==> config.mk <==
export PLATFORM = sky130hd
export DESIGN_NAME = rs_alu_issue_sched_flat
export DESIGN_NICKNAME = d
export VERILOG_FILES = /design/src/rtl/rs_alu_issue_sched_pkg.sv /design/src/rtl/rs_alu_issue_sched_if.sv /design/src/rtl/rs_alu_issue_sched_age_select.sv /design/src/rtl/rs_alu_issue_sched.sv /design/src/flat_wrapper.sv
export SDC_FILE = /design/constraint.sdc
export NUM_CORES = 1
export LEC_CHECK = 0
export CAP_MARGIN = 20
export CELL_PAD_IN_SITES_DETAIL_PLACEMENT = 0
export CELL_PAD_IN_SITES_GLOBAL_PLACEMENT = 1
export CORE_MARGIN = 10
export CORE_UTILIZATION = 41
export CTS_CLUSTER_SIZE = 14
export DETAILED_ROUTE_END_ITERATION = 12
export PLACE_DENSITY_LB_ADDON = 0.1
export SYNTH_ARGS = -nofsm -noshare
export SYNTH_HDL_FRONTEND = slang
export SYNTH_SLANG_ARGS = --single-unit
==> constraint.sdc <==
create_clock -name clk -period 3.8 [get_ports clk]
set_clock_uncertainty 0.2 [all_clocks]
set_input_delay 0.57 -clock clk [delete_from_list [all_inputs] [get_ports clk]]
set_output_delay 0.57 -clock clk [all_outputs]
set_load 0.05 [all_outputs]
==> src/rtl/rs_alu_issue_sched_pkg.sv <==
// Shared constants and types for the ALU reservation station.
package rs_alu_issue_sched_pkg;

    localparam int unsigned RS_DEPTH = 8;
    localparam int unsigned IDX_W    = $clog2(RS_DEPTH);

    typedef logic [IDX_W-1:0]    rs_idx_t;
    typedef logic [RS_DEPTH-1:0] rs_vec_t;
    typedef logic [IDX_W:0]      rs_cnt_t;

    // Entry index to one-hot entry mask.
    function automatic rs_vec_t idx_to_oh(input rs_idx_t idx);
        return rs_vec_t'(1) << idx;
    endfunction

endpackage

==> src/rtl/rs_alu_issue_sched_if.sv <==
// Dispatch, wakeup and issue signals of the ALU issue scheduler.
interface rs_alu_issue_sched_if;
    import rs_alu_issue_sched_pkg::*;

    logic    flush_i;
    logic    alloc_valid_first_i;
    logic    alloc_valid_second_i;
    logic    alloc_ready_first_o;
    logic    alloc_ready_second_o;
    rs_idx_t alloc_idx_first_o;
    rs_idx_t alloc_idx_second_o;
    rs_vec_t entry_ready_i;
    logic    alu1_ready_i;
    logic    alu2_ready_i;
    logic    alu1_issue_valid_o;
    rs_idx_t alu1_issue_idx_o;
    logic    alu2_issue_valid_o;
    rs_idx_t alu2_issue_idx_o;
    rs_cnt_t occupancy_o;

    // Scheduler side.
    modport slave (
        input  flush_i, alloc_valid_first_i, alloc_valid_second_i,
        input  entry_ready_i, alu1_ready_i, alu2_ready_i,
        output alloc_ready_first_o, alloc_ready_second_o,
        output alloc_idx_first_o, alloc_idx_second_o,
        output alu1_issue_valid_o, alu1_issue_idx_o,
        output alu2_issue_valid_o, alu2_issue_idx_o,
        output occupancy_o
    );

    // Dispatch / ALU / RS storage side.
    modport master (
        output flush_i, alloc_valid_first_i, alloc_valid_second_i,
        output entry_ready_i, alu1_ready_i, alu2_ready_i,
        input  alloc_ready_first_o, alloc_ready_second_o,
        input  alloc_idx_first_o, alloc_idx_second_o,
        input  alu1_issue_valid_o, alu1_issue_idx_o,
        input  alu2_issue_valid_o, alu2_issue_idx_o,
        input  occupancy_o
    );

endinterface

==> src/rtl/rs_alu_issue_sched_age_select.sv <==
// Age-matrix picker: oldest and second-oldest candidate, purely combinational.
// i_age[i][j] = 1 means entry i is older than entry j.
module rs_age_select #(
    parameter int unsigned DEPTH = 8,
    localparam int unsigned IW   = $clog2(DEPTH)
) (
    input  logic [DEPTH-1:0][DEPTH-1:0] i_age,
    input  logic [DEPTH-1:0]            i_cand,
    output logic [DEPTH-1:0]            o_sel1_oh,
    output logic [DEPTH-1:0]            o_sel2_oh,
    output logic [IW-1:0]               o_sel1_idx,
    output logic [IW-1:0]               o_sel2_idx,
    output logic                        o_sel1_valid,
    output logic                        o_sel2_valid
);

    logic [DEPTH-1:0] w_cand2;

    // A candidate wins when no other candidate is older than it.
    function automatic logic [DEPTH-1:0] pick_oldest(
        input logic [DEPTH-1:0]            cand,
        input logic [DEPTH-1:0][DEPTH-1:0] age
    );
        logic [DEPTH-1:0] oh;
        logic [DEPTH-1:0] older;
        oh = '0;
        for (int unsigned i = 0; i < DEPTH; i++) begin
            older = '0;
            for (int unsigned j = 0; j < DEPTH; j++) begin
                if (j != i) older[j] = age[j][i];
            end
            oh[i] = cand[i] && !(|(older & cand));
        end
        return oh;
    endfunction

    function automatic logic [IW-1:0] oh_to_idx(input logic [DEPTH-1:0] oh);
        logic [IW-1:0] idx;
        idx = '0;
        for (int unsigned i = 0; i < DEPTH; i++) begin
            if (oh[i]) idx = idx | IW'(i);
        end
        return idx;
    endfunction

    // Oldest pick, then the same rule with the oldest removed.
    always_comb begin
        o_sel1_oh    = pick_oldest(i_cand, i_age);
        w_cand2      = i_cand & ~o_sel1_oh;
        o_sel2_oh    = pick_oldest(w_cand2, i_age);
        o_sel1_idx   = oh_to_idx(o_sel1_oh);
        o_sel2_idx   = oh_to_idx(o_sel2_oh);
        o_sel1_valid = |i_cand;
        o_sel2_valid = |w_cand2;
    end

endmodule

==> src/rtl/rs_alu_issue_sched.sv <==
// ALU reservation-station issue scheduler: slot occupancy, age order, issue grant.
module rs_alu_issue_sched
    import rs_alu_issue_sched_pkg::*;
(
    input  logic                  clk,
    input  logic                  rst,
    rs_alu_issue_sched_if.slave   bus
);

    rs_vec_t                          r_valid;
    logic [RS_DEPTH-1:0][RS_DEPTH-1:0] r_age;

    rs_idx_t w_free_idx1, w_free_idx2;
    logic    w_has_free1, w_has_free2;
    logic    w_alloc1, w_alloc2;
    rs_vec_t w_sel1_oh, w_sel2_oh;
    rs_idx_t w_sel1_idx, w_sel2_idx;
    logic    w_sel1_valid, w_sel2_valid;
    logic    w_iss1_valid, w_iss2_valid;
    logic    w_hs1, w_hs2;
    rs_vec_t w_clr, w_set;
    rs_cnt_t w_occ;

    // Lowest and second-lowest free entry from registered occupancy.
    always_comb begin
        w_free_idx1 = '0;
        w_free_idx2 = '0;
        w_has_free1 = 1'b0;
        w_has_free2 = 1'b0;
        for (int unsigned i = 0; i < RS_DEPTH; i++) begin
            if (!r_valid[i]) begin
                if (!w_has_free1) begin
                    w_free_idx1 = rs_idx_t'(i);
                    w_has_free1 = 1'b1;
                end else if (!w_has_free2) begin
                    w_free_idx2 = rs_idx_t'(i);
                    w_has_free2 = 1'b1;
                end
            end
        end
    end

    // Number of valid entries.
    always_comb begin
        w_occ = '0;
        for (int unsigned i = 0; i < RS_DEPTH; i++) begin
            w_occ = w_occ + rs_cnt_t'(r_valid[i]);
        end
    end

    rs_age_select #(.DEPTH(RS_DEPTH)) u_age_select (
        .i_age        (r_age),
        .i_cand       (r_valid & bus.entry_ready_i),
        .o_sel1_oh    (w_sel1_oh),
        .o_sel2_oh    (w_sel2_oh),
        .o_sel1_idx   (w_sel1_idx),
        .o_sel2_idx   (w_sel2_idx),
        .o_sel1_valid (w_sel1_valid),
        .o_sel2_valid (w_sel2_valid)
    );

    // Issue offers, allocation grants and per-entry clear/set masks.
    always_comb begin
        w_iss1_valid = w_sel1_valid && !bus.flush_i;
        w_iss2_valid = w_sel2_valid && !bus.flush_i;
        w_hs1        = w_iss1_valid && bus.alu1_ready_i;
        w_hs2        = w_iss2_valid && bus.alu2_ready_i;
        w_alloc1     = bus.alloc_valid_first_i && w_has_free1;
        w_alloc2     = bus.alloc_valid_second_i && w_has_free2;
        w_clr        = (w_hs1 ? w_sel1_oh : '0) | (w_hs2 ? w_sel2_oh : '0);
        w_set        = (w_alloc1 ? idx_to_oh(w_free_idx1) : '0)
                     | (w_alloc2 ? idx_to_oh(w_free_idx2) : '0);
    end

    assign bus.alloc_ready_first_o  = w_has_free1;
    assign bus.alloc_ready_second_o = w_has_free2;
    assign bus.alloc_idx_first_o    = w_free_idx1;
    assign bus.alloc_idx_second_o   = w_free_idx2;
    assign bus.alu1_issue_valid_o   = w_iss1_valid;
    assign bus.alu2_issue_valid_o   = w_iss2_valid;
    assign bus.alu1_issue_idx_o     = w_iss1_valid ? w_sel1_idx : '0;
    assign bus.alu2_issue_idx_o     = w_iss2_valid ? w_sel2_idx : '0;
    assign bus.occupancy_o          = w_occ;

    // Occupancy and age matrix update; a new entry is younger than every live one.
    always_ff @(posedge clk or negedge rst) begin
        if (!rst) begin
            r_valid <= '0;
            r_age   <= '0;
        end else if (bus.flush_i) begin
            r_valid <= '0;
        end else begin
            r_valid <= (r_valid & ~w_clr) | w_set;
            if (w_alloc1) begin
                for (int unsigned j = 0; j < RS_DEPTH; j++) begin
                    r_age[j][w_free_idx1] <= r_valid[j];
                    r_age[w_free_idx1][j] <= 1'b0;
                end
            end
            if (w_alloc2) begin
                for (int unsigned j = 0; j < RS_DEPTH; j++) begin
                    r_age[j][w_free_idx2] <= r_valid[j];
                    r_age[w_free_idx2][j] <= 1'b0;
                end
            end
            // Slot 1 is older than slot 2 when both land together; this write must win.
            if (w_alloc1 && w_alloc2) begin
                r_age[w_free_idx1][w_free_idx2] <= 1'b1;
            end
        end
    end

    a_alloc1_free: assert property (@(posedge clk) disable iff (!rst)
        w_has_free1 |-> !r_valid[w_free_idx1]);
    a_alloc2_free: assert property (@(posedge clk) disable iff (!rst)
        w_has_free2 |-> !r_valid[w_free_idx2]);
    a_sel_distinct: assert property (@(posedge clk) disable iff (!rst)
        (w_iss1_valid && w_iss2_valid) |-> (w_sel1_idx != w_sel2_idx));
    a_occupancy: assert property (@(posedge clk) disable iff (!rst)
        w_occ == rs_cnt_t'($countones(r_valid)));

endmodule

==> src/flat_wrapper.sv <==
// flat-port wrapper written by rule: the top's interface ports become plain ports
module rs_alu_issue_sched_flat import rs_alu_issue_sched_pkg::*;
  (clk, rst, bus_flush_i, bus_alloc_valid_first_i, bus_alloc_valid_second_i, bus_entry_ready_i, bus_alu1_ready_i, bus_alu2_ready_i, bus_alloc_ready_first_o, bus_alloc_ready_second_o, bus_alloc_idx_first_o, bus_alloc_idx_second_o, bus_alu1_issue_valid_o, bus_alu1_issue_idx_o, bus_alu2_issue_valid_o, bus_alu2_issue_idx_o, bus_occupancy_o);
  rs_alu_issue_sched_if bus_i ();
  input  logic clk;
  input  logic rst;
  input wire logic [$bits(bus_i.flush_i)-1:0] bus_flush_i;
  input wire logic [$bits(bus_i.alloc_valid_first_i)-1:0] bus_alloc_valid_first_i;
  input wire logic [$bits(bus_i.alloc_valid_second_i)-1:0] bus_alloc_valid_second_i;
  input wire logic [$bits(bus_i.entry_ready_i)-1:0] bus_entry_ready_i;
  input wire logic [$bits(bus_i.alu1_ready_i)-1:0] bus_alu1_ready_i;
  input wire logic [$bits(bus_i.alu2_ready_i)-1:0] bus_alu2_ready_i;
  output wire logic [$bits(bus_i.alloc_ready_first_o)-1:0] bus_alloc_ready_first_o;
  output wire logic [$bits(bus_i.alloc_ready_second_o)-1:0] bus_alloc_ready_second_o;
  output wire logic [$bits(bus_i.alloc_idx_first_o)-1:0] bus_alloc_idx_first_o;
  output wire logic [$bits(bus_i.alloc_idx_second_o)-1:0] bus_alloc_idx_second_o;
  output wire logic [$bits(bus_i.alu1_issue_valid_o)-1:0] bus_alu1_issue_valid_o;
  output wire logic [$bits(bus_i.alu1_issue_idx_o)-1:0] bus_alu1_issue_idx_o;
  output wire logic [$bits(bus_i.alu2_issue_valid_o)-1:0] bus_alu2_issue_valid_o;
  output wire logic [$bits(bus_i.alu2_issue_idx_o)-1:0] bus_alu2_issue_idx_o;
  output wire logic [$bits(bus_i.occupancy_o)-1:0] bus_occupancy_o;
  assign bus_i.flush_i = bus_flush_i;
  assign bus_i.alloc_valid_first_i = bus_alloc_valid_first_i;
  assign bus_i.alloc_valid_second_i = bus_alloc_valid_second_i;
  assign bus_i.entry_ready_i = bus_entry_ready_i;
  assign bus_i.alu1_ready_i = bus_alu1_ready_i;
  assign bus_i.alu2_ready_i = bus_alu2_ready_i;
  assign bus_alloc_ready_first_o = bus_i.alloc_ready_first_o;
  assign bus_alloc_ready_second_o = bus_i.alloc_ready_second_o;
  assign bus_alloc_idx_first_o = bus_i.alloc_idx_first_o;
  assign bus_alloc_idx_second_o = bus_i.alloc_idx_second_o;
  assign bus_alu1_issue_valid_o = bus_i.alu1_issue_valid_o;
  assign bus_alu1_issue_idx_o = bus_i.alu1_issue_idx_o;
  assign bus_alu2_issue_valid_o = bus_i.alu2_issue_valid_o;
  assign bus_alu2_issue_idx_o = bus_i.alu2_issue_idx_o;
  assign bus_occupancy_o = bus_i.occupancy_o;
  rs_alu_issue_sched u_core (.clk(clk), .rst(rst), .bus(bus_i));
endmodule
==> summary.md, run 1 <==
| Metric | Value |
|---|---|
| Status | `finished, violations left` |
| Failing checks | `setup timing` |
| Post-synth top flop | `dfrtp_1` |
| Hold crit path type | `input port to async pin` |
| Ant diodes | `0` |
| Worst Setup SP | `u_core.r_valid[0]` |
| Final worst-path cycle share | `105%` |
| Power Total | `4.61 mW` |
| Routed WL per cell | `28.0 µm` |
| Placed Cells | `roughly 970` |
| Total of max-cap violations | `0` |
| Worst relative slew slack | `35.1%` |
| Leading area contributor after synthesis | `dfrtp_1` |
| Leakage power | `2.92 nW` |
| Tmin final | `3.97 ns` |
| Req. time, crit path | `3.03 ns` |
| CP Class | `flip-flop to output pin` |
| Post-Route WL | `between 20,000 and 30,000 µm` |
| Hold Buf Count CTS | `0` |
| Starting density of the core | `a little over two fifths` |
| #FFs+latches synth | `64` |
| Hpwl dp | `20,600 µm` |
| Endpoints failing setup | `7` |
| Num CTS Buffers | `9` |
| Tot GR Track Use | `29.1%` |
| Die footprint | `0.0188 mm²` |
| Maximum VDD drop | `0.610 mV` |
| Ys async rst share | `100%` |
| # IOs | `35` |
| Htree depth | `3` |
| Post-synth top area share | `between 20 and 30%` |
| Synth Area in Simple Gates | `roughly a fifth` |
| CP Max Fanout | `3` |
| Synth Warn # | `0` |
| Clk Latency, worst-skew pair | `0.34 ns` |
| Synth Area in Adders | `3.38%` |
| Max Freq | `0.252 GHz` |
| Syn nets | `737` |
| Die width | `137 µm` |
| Synth unique cells | `89` |
| RR Startpoint | `u_core.r_valid[0]` |
| Area growth from synthesis to layout | `32.2%` |
| First-iteration detailed-routing DRC count | `1,226` |
| EDFF count, synth | `0` |
| Fin worst setup slack | `-0.173 ns` |
| Clock root cell | `clkbuf_16` |
| Final instance count without filler cells | `between 900 and 1,000` |
| First-pass GRT wire length | `41,400 µm` |
| Clock Power Share | `about a fifth` |
| Psw | `2.22 mW` |
| Count leader, synth | `a21oi_1` |
| Synthesized cell area | `0.00563 mm²` |
| Count of clock tree sinks | `64` |
| Clock transition at path regs | `0.06 ns` |
| GR Overflow Total | `0` |
| Cell Int Power | `around 2.4 mW` |
| Antenna Nets Post-Route | `0` |
| Via/cell ratio | `around 7` |
| First-pass iteration count of the detailed router | `8` |
| Comb pwr share | `57.4%` |
| Final hold violations | `0` |
| Final Max Tran Viols | `0` |
| CP Capture Type | `output pin` |
| Worst reg2reg setup slack | `around 0.14 ns` |
| Net Sw Frac | `48.2%` |
| DR DRC count | `0` |
| Syn avg cell area | `just under 8 µm²` |
| Pwr Density | `between 600 and 700 mW/mm²` |
| Fin util | `55.7%` |
| Synth top area cells | `dfrtp_1, a21oi_1, nand2_1, nor2_1, o21ai_0` |
| Share of layout cells above drive strength 1 | `28.2%` |
| WHS | `0.113 ns` |
| Row count | `42` |
| Unrepaired setup endpoints after global routing | `yes` |
| Startpoint Class | `flip-flop` |
| Arr. time, crit path | `3.20 ns` |
| Synthesized instance count | `710` |
| Main combinational cell family by area after synthesis | `compound AO/OA/AOI/OAI gates` |
| Via count | `6,944` |
| Multiplexer area fraction after synthesis | `0.600%` |
| Max Root-Sink Buffers | `2` |
| Core area | `0.0133 mm²` |
| Port Buffers | `34` |
| Die boundary height | `137 µm` |
| Layout Nets | `~840` |
| Register area share after synthesis | `28.5%` |
| Largest net degree at the start of global routing | `90` |
| Sequential Power Share | `22.6%` |
| TritonCTS clock tree | `built` |
| Dpl ws | `-0.219 ns` |
| Vias in the first global route | `6,723` |
| Post-synth top cells | `a21oi_1, dfrtp_1, nand2_1` |
| Post-Synth XOR/XNOR Area | `less than 1%` |
| Routability congestion estimate | `1.04` |
| Post-synthesis compound-gate area fraction | `39.4%` |
| Initial antenna violation count | `0` |
| Slew @ Worst Pin | `between 0.9 and 1 ns` |
-- layout by cell type, fill, tap and decap left out, types with 6 or more instances in the layout --
cell type	Yosys	layout
and2_1	13	7
a22o_1	10	10
o22ai_1	14	14
a31oi_1	23	19
nand3_1	17	17
nor3_1	8	6
buf_12	0	13
dfrtp_1	64	64
clkbuf_16	0	9
nand2_1	58	58
o21ai_0	42	42
a221oi_2	4	6
o31ai_1	9	8
and3_1	8	8
and2_4	0	6
a221oi_1	16	14
a21oi_1	72	72
o32ai_1	11	11
nand4_1	8	8
o21a_1	7	7
buf_4	0	116
a22oi_1	24	22
inv_2	3	8
clkdlybuf4s50_1	0	9
nor2_1	57	53
inv_1	49	42
-- kinds of logic after synthesis --
group / Yosys count
buf+inv: 108
mux: 3
fa+ha+maj: 13
xor+xnor: 2
simple gates: 217
flops: 64
compound gates: 303
-- worst paths after layout --
kind,to,depth (start not counted)
max,bus_occupancy_o[1],11
min,u_core.r_valid[7],1
max reg2reg,u_core.r_age[6],13
min reg2reg,u_core.r_age[44],2
max in group asynchronous,u_core.r_age[42],2
min in group clk,u_core.r_age[44],2
-- timing repair --
item                                    in CTS  in global routing
pin swaps                                   12                 14
endpoints found under the hold margin        0                  0
endpoints found under the setup margin      15                 26
buffers inserted                             6                  4
gates resized for setup                     35                 27
-- state kept, by name (all words and copies together), names as in the netlist --
| signal | count |
|---|---|
| u_core.r_age | 56 |
| u_core.r_valid | 8 |
-- critical path: stages (launching register included) --
cell        delay (ns)
dfrtp_1           0.40
inv_2             0.07
ha_4              0.27
inv_2             0.03
fa_1              0.45
fa_1              0.51
inv_1             0.06
fa_2              0.34
inv_2             0.06
fa_2              0.44
clkinvlp_4        0.10
buf_12            0.13
-- through the flow --
step	TNS, ns	area (µm²)
2_1_floorplan	-0.174	5660
5_1_grt	-1.01	7440
3_3_place_gp	-2.59	6830
6_report	-0.403	7440
4_1_cts	-0.296	7300
3_5_place_dp	-1.46	6830
-- layer usage --
layer	vias up	track usage [%]	wire, µm
li1	2922	-	-
met1	3328	36.6	10600
met2	558	45.6	12300
met3	136	7.15	3330
met4	0	14.5	1620
met5	-	0	0
-- power by group through the flow --
stage	registers (mW)	clock network [mW]	logic, mW
floorplan	0.917	0	1.48
global placement	1.03	0	2.40
global route	1.04	0.950	2.79
finish	1.04	0.924	2.65
detailed placement	1.03	0	2.42
CTS	1.02	0.931	2.50
-- layout make-up --
cell class	count	area, µm²
clock buffers	11	253
clock inverters	5	78.8
fillers	1256	5910
inverters	53	210
multi-input cells	538	3760
flip-flops and latches	64	1600
well taps	176	220
repair buffers	148	1320
Power figures use the tool's default switching activity.
==> inputs of run 2 (changes only) <==
- RECOVER_POWER: unset -> 100
==> summary.md, run 2 (synthesized netlist as in run 1, its figures left out) <==
| Metric | Value |
|---|---|
| # IOs | `35` |
| Row count | `42` |
| GR Overflow Total | `0` |
| TritonCTS clock tree | `built` |
| Share of layout cells above drive strength 1 | `between 20% and 30%` |
| CP Class | `flip-flop to output pin` |
| Final instance count without filler cells | `approximately 1,000` |
| Count of clock tree sinks | `64` |
| Tmin final | `3.98 ns` |
| Via count | `6,947` |
| Endpoints failing setup | `7` |
| Top flop regs | `u_core.r_age x56, u_core.r_valid x8` |
| Tot GR Track Use | `29.1%` |
| WHS | `about 0.37 ns` |
| Max Freq | `0.251 GHz` |
| Die boundary height | `~140 µm` |
| Max incr delay on CP | `0.51 ns` |
| Failing checks | `capacitance limit, slew limit, setup timing` |
| Unrepaired setup endpoints after global routing | `yes` |
| Total of max-cap violations | `1` |
| Core area | `about 0.013 mm²` |
| Clk Latency, worst-skew pair | `0.34 ns` |
| Die width | `~140 µm` |
| Multi-input logic area | `between 0.003 and 0.004 mm²` |
| Worst relative slew slack | `-24.7%` |
| Arr. time, crit path | `approximately 3.2 ns` |
| Leakage power | `2.91 nW` |
| Fin worst setup slack | `-0.180 ns` |
| CP Capture Type | `output pin` |
| Final Max Tran Viols | `35` |
| Routed WL per cell | `28.0 µm` |
| Initial antenna violation count | `0` |
| Vias in the first global route | `6,723` |
| Placed Cells | `969` |
| First-pass iteration count of the detailed router | `6` |
| Max Root-Sink Buffers | `2` |
| Crit-path leading delay family | `adder cells` |
| Ant diodes | `0` |
| Port Buffers | `34` |
| Crit-path cells | `inv_2, ha_4, inv_2, fa_1, fa_1, inv_1, fa_2, inv_2, fa_2, clkinvlp_4, buf_12` |
| Final hold violations | `0` |
| Maximum VDD drop | `0.612 mV` |
| Slew @ Worst Pin | `1.87 ns` |
| Slowest cell on crit path | `fa_1` |
| Status | `finished, violations left` |
| Clock transition at path regs | `0.06 ns` |
| Antenna Nets Post-Route | `0` |
| Layout Nets | `between 800 and 900` |
| Htree depth | `3` |
| Largest net degree at the start of global routing | `90` |
| Pwr Density | `622 mW/mm²` |
| CP Max Fanout | `3` |
| Max reg flops | `56` |
| Most frequent cells in the layout | `buf_4, a21oi_1, dfrtp_1, nand2_1, nor2_1` |
| Via/cell ratio | `6.98` |
| Startpoint Class | `flip-flop` |
| FILL cells | `1,259` |
| DR DRC count | `0` |
| Register Area | `0.00160 mm²` |
| Req. time, crit path | `about 3.0 ns` |
| Routability congestion estimate | `1.04` |
| Num CTS Buffers | `9` |
| First-pass GRT wire length | `41,400 µm` |
| Most common cell after layout, fill and taps aside | `buf_4` |
| Area growth from synthesis to layout | `32.0%` |
| Final worst-path cycle share | `105%` |
| Die footprint | `0.0188 mm²` |
| Post-Route WL | `approximately 28,000 µm` |
| Starting density of the core | `42.2%` |
| CP most frequent cell | `inv_2` |
| Hpwl dp | `approximately 21,000 µm` |
| Clock root cell | `clkbuf_16` |
| Hold crit path type | `flip-flop to flip-flop` |
| First-iteration detailed-routing DRC count | `1,173` |
| Largest register by flop count | `u_core.r_age` |
| Buf/Inv on CP | `6` |
run 2: cell types whose count changed in the layout (fill, tap and decap cells not counted):
cell,previous run,this run
ha_2,2,1
clkbuf_1,0,3
buf_2,2,1
buf_4,116,114
ha_1,5,6
run 2: cell type report:
type | count | share of cell area, %
multi-input combinational | 538 | 50.6
sequential | 64 | 21.6
timing repair buffer | 148 | 17.6
clock buffer | 11 | 3.40
tap | 176 | 2.96
inverter | 53 | 2.83
clock inverter | 5 | 1.06
run 2: tightest hold or removal path, delay by kind of cell, from the launching register on:
kind | cells | cell delay (ns)
flip-flops | 1 | 0.40
buffers and inverters | 1 | 0.07
AO/OA/AOI/OAI | 1 | 0.06
run 2: final timing paths:
| path | from | endpoint | slack, ns | depth (start not counted) |
|---|---|---|---|---|
| max in group asynchronous | rst | u_core.r_age[5] | 1.04 | 2 |
| min in group asynchronous | rst | u_core.r_valid[4] | 0.54 | 1 |
| min reg2reg | u_core.r_age[34] | u_core.r_age[34] | 0.37 | 2 |
| min | u_core.r_age[34] | u_core.r_age[34] | 0.37 | 2 |
| max reg2reg | u_core.r_valid[0] | u_core.r_age[6] | 0.08 | 10 |
| max | u_core.r_valid[0] | bus_occupancy_o[1] | -0.18 | 11 |
run 2: power breakdown:
| group | leakage, nW | internal (mW) | switching (mW) | total (mW) |
|---|---|---|---|---|
| Combinational | 1.90 | 0.959 | 1.69 | 2.65 |
| Clock | 0.165 | 0.609 | 0.315 | 0.924 |
| Sequential | 0.841 | 0.821 | 0.220 | 1.04 |
run 2: what timing repair did:
| item | CTS | global route |
|---|---|---|
| pin swaps | 12 | 14 |
| resized for setup | 35 | 27 |
| endpoints found under the setup margin | 15 | 26 |
| hold endpoints to repair | 0 | 0 |
| setup buffers | 6 | 4 |
| hold buffers | 0 | 0 |
run 2: through the flow:
| step | setup TNS (ns) | utilization (%) | setup WS, ns | instance area [µm²] | power [mW] |
|---|---|---|---|---|---|
| floorplan | -0.174 | - | -0.0872 | 5660 | 2.40 |
| global placement | -2.59 | 51.1 | -0.226 | 6830 | 3.43 |
| detailed placement | -1.46 | 51.2 | -0.219 | 6830 | 3.44 |
| CTS | -0.296 | 54.7 | -0.157 | 7300 | 4.45 |
| global route | -1.28 | 55.6 | -0.277 | 7430 | 4.78 |
| finish | -0.607 | 55.6 | -0.180 | 7430 | 4.62 |
run 2: layer usage:
layer | track usage [%] | part of all wire, %
met5 | 0 | 0
met4 | 14.5 | 5.9
met3 | 7.15 | 12
met2 | 45.6 | 44
met1 | 36.6 | 38
==> inputs of run 3 (changes only) <==
- ABC_CLOCK_PERIOD_IN_PS: unset -> 3660
- clock period: 3.8 -> 3.66 ns (I/O delays scaled with it)
==> summary.md, run 3 (synthesized netlist as in run 1, its figures left out) <==
| Metric | Value |
|---|---|
| Post-route setup TNS | `-2.35 ns` |
| Max reg flops | `56` |
| Via count | `7,051` |
| Num CTS Buffers | `9` |
| Unrepaired setup endpoints after global routing | `yes` |
| Antenna Nets Post-Route | `0` |
| Tot GR Track Use | `30.1%` |
| Row count | `42` |
| Startpoint Class | `flip-flop` |
| Pwr Density | `approximately 660 mW/mm²` |
| Layout Nets | `882` |
| Failing checks | `capacitance limit, slew limit, setup timing` |
| Max Root-Sink Buffers | `2` |
| Largest net degree at the start of global routing | `76` |
| Final worst-path cycle share | `110%` |
| # IOs | `35` |
| Tmin final | `roughly 4.0 ns` |
| Clk Latency, worst-skew pair | `0.34 ns` |
| Final hold violations | `0` |
| Via/cell ratio | `6.81` |
| Port Buffers | `34` |
| Htree depth | `3` |
| First-iteration detailed-routing DRC count | `1,031` |
| Ant diodes | `0` |
| GR Overflow Total | `0` |
| Dpl ws | `-0.411 ns` |
| Fin util | `roughly three fifths` |
| Placed cell areas | `0.00691 mm²` |
| Max Freq | `0.248 GHz` |
| Hold crit path type | `flip-flop to flip-flop` |
| Endpoints failing setup | `14` |
| Total of max-cap violations | `1` |
| Die width | `137 µm` |
| Post-Route WL | `28,800 µm` |
| Clock root cell | `clkbuf_16` |
| Initial antenna violation count | `0` |
| DR DRC count | `0` |
| Req. time, crit path | `~2.9 ns` |
| Slew @ Worst Pin | `2.12 ns` |
| Routed WL per cell | `~28 µm` |
| Met1 usage | `about 38%` |
| Most frequent cells in the layout | `buf_4, a21oi_1, dfrtp_1, nand2_1, nor2_1` |
| Die footprint | `~0.019 mm²` |
| Area growth from synthesis to layout | `40.1%` |
| Share of layout cells above drive strength 1 | `31.9%` |
| Top flop regs | `u_core.r_age x56, u_core.r_valid x8` |
| Hpwl dp | `21,300 µm` |
| Routability congestion estimate | `0.997` |
| Arr. time, crit path | `3.29 ns` |
| Final Max Tran Viols | `33` |
| Count of clock tree sinks | `64` |
| Most common cell after layout, fill and taps aside | `buf_4` |
| First-pass iteration count of the detailed router | `7` |
| CP Capture Type | `output pin` |
| Finished Cell Area | `0.00789 mm²` |
| TritonCTS clock tree | `built` |
| Core area | `roughly 0.013 mm²` |
| Maximum VDD drop | `0.674 mV` |
| GR Layer Usage met2 | `around 47%` |
| Starting density of the core | `42.2%` |
| First-pass GRT wire length | `42,400 µm` |
| Hold Buf Count CTS | `0` |
| Status | `finished, violations left` |
| Largest register by flop count | `u_core.r_age` |
| FILL cells | `1,218` |
| Clock transition at path regs | `0.06 ns` |
| Worst relative slew slack | `-41.1%` |
| CP Class | `flip-flop to output pin` |
| Global route hottest layer | `met2` |
| Fin worst setup slack | `-0.378 ns` |
| Grt met3 use | `7.33%` |
| CP Max Fanout | `5` |
| Vias in the first global route | `around 6,700` |
| Die boundary height | `137 µm` |
| Leakage power | `~3.2 nW` |
-- run 3: cell types whose count changed in the layout (fill, tap and decap cells not counted), sizes merged --
cell          change
clkbuf            +1
buf              +40
inv               -1
dlygate4sd2       -4
dlymetal6s2s      +4
-- run 3: final timing paths --
kind                              startpoint                       to  slack, ns  depth (start not counted)
setup / recovery           u_core.r_valid[1]  bus_alu2_issue_idx_o[0]      -0.38                         13
hold / removal              u_core.r_age[47]         u_core.r_age[47]       0.34                          1
setup reg to reg           u_core.r_valid[1]         u_core.r_age[39]      -0.05                         14
hold reg to reg             u_core.r_age[47]         u_core.r_age[47]       0.34                          1
max in group asynchronous                rst        u_core.r_valid[0]       0.67                          2
min in group asynchronous                rst        u_core.r_valid[7]       0.62                          1
-- run 3: area by class of cell --
class	instances	area, µm²	area share (%)
clock buffers	11	233	2.95
clock inverters	4	70.1	0.889
inverters	53	215	2.73
multi-input cells	538	3870	49.0
flip-flops and latches	64	1600	20.3
well taps	176	220	2.79
repair buffers	189	1680	21.2
-- run 3: power breakdown --
group	leakage [nW]	switching, mW	internal, mW
Sequential	0.838	0.225	0.855
Combinational	2.17	1.87	1.32
Clock	0.149	0.318	0.590
Total	3.16	2.41	2.77
-- run 3: stage by stage --
stage / power, mW / hold WS, ns / cells
2_1_floorplan: 2.51 / 0.0534 / 710
3_3_place_gp: 3.67 / 0.311 / 978
3_5_place_dp: 3.68 / 0.312 / 979
4_1_cts: 4.72 / 0.139 / 1000
5_1_grt: 5.37 / 0.372 / 1035
6_report: 5.18 / 0.335 / 1035
-- run 3: repair_timing --
| item | 4_1_cts | 5_1_grt |
|---|---|---|
| gates cloned | 0 | 1 |
| setup buffers | 6 | 37 |
| gates resized for setup | 38 | 57 |
| endpoints found under the setup margin | 20 | 32 |
| pin swaps | 8 | 34 |
-- run 3: critical path, stage by stage (launching register included) --
cell      delay, ns
dfrtp_2        0.46
buf_6          0.14
buf_6          0.12
buf_6          0.11
and2_4         0.18
buf_6          0.13
a222oi_1       0.31
a31oi_1        0.21
buf_4          0.21
or4_4          0.53
o21ai_4        0.22
a31oi_1        0.06
buf_4          0.15
buf_12         0.14
-- run 3: layer usage --
metal	vias to the layer above	share of wire [%]
met5	-	0
met4	0	6.9
met3	147	12
met2	555	43
met1	3359	38
li1	2990	-
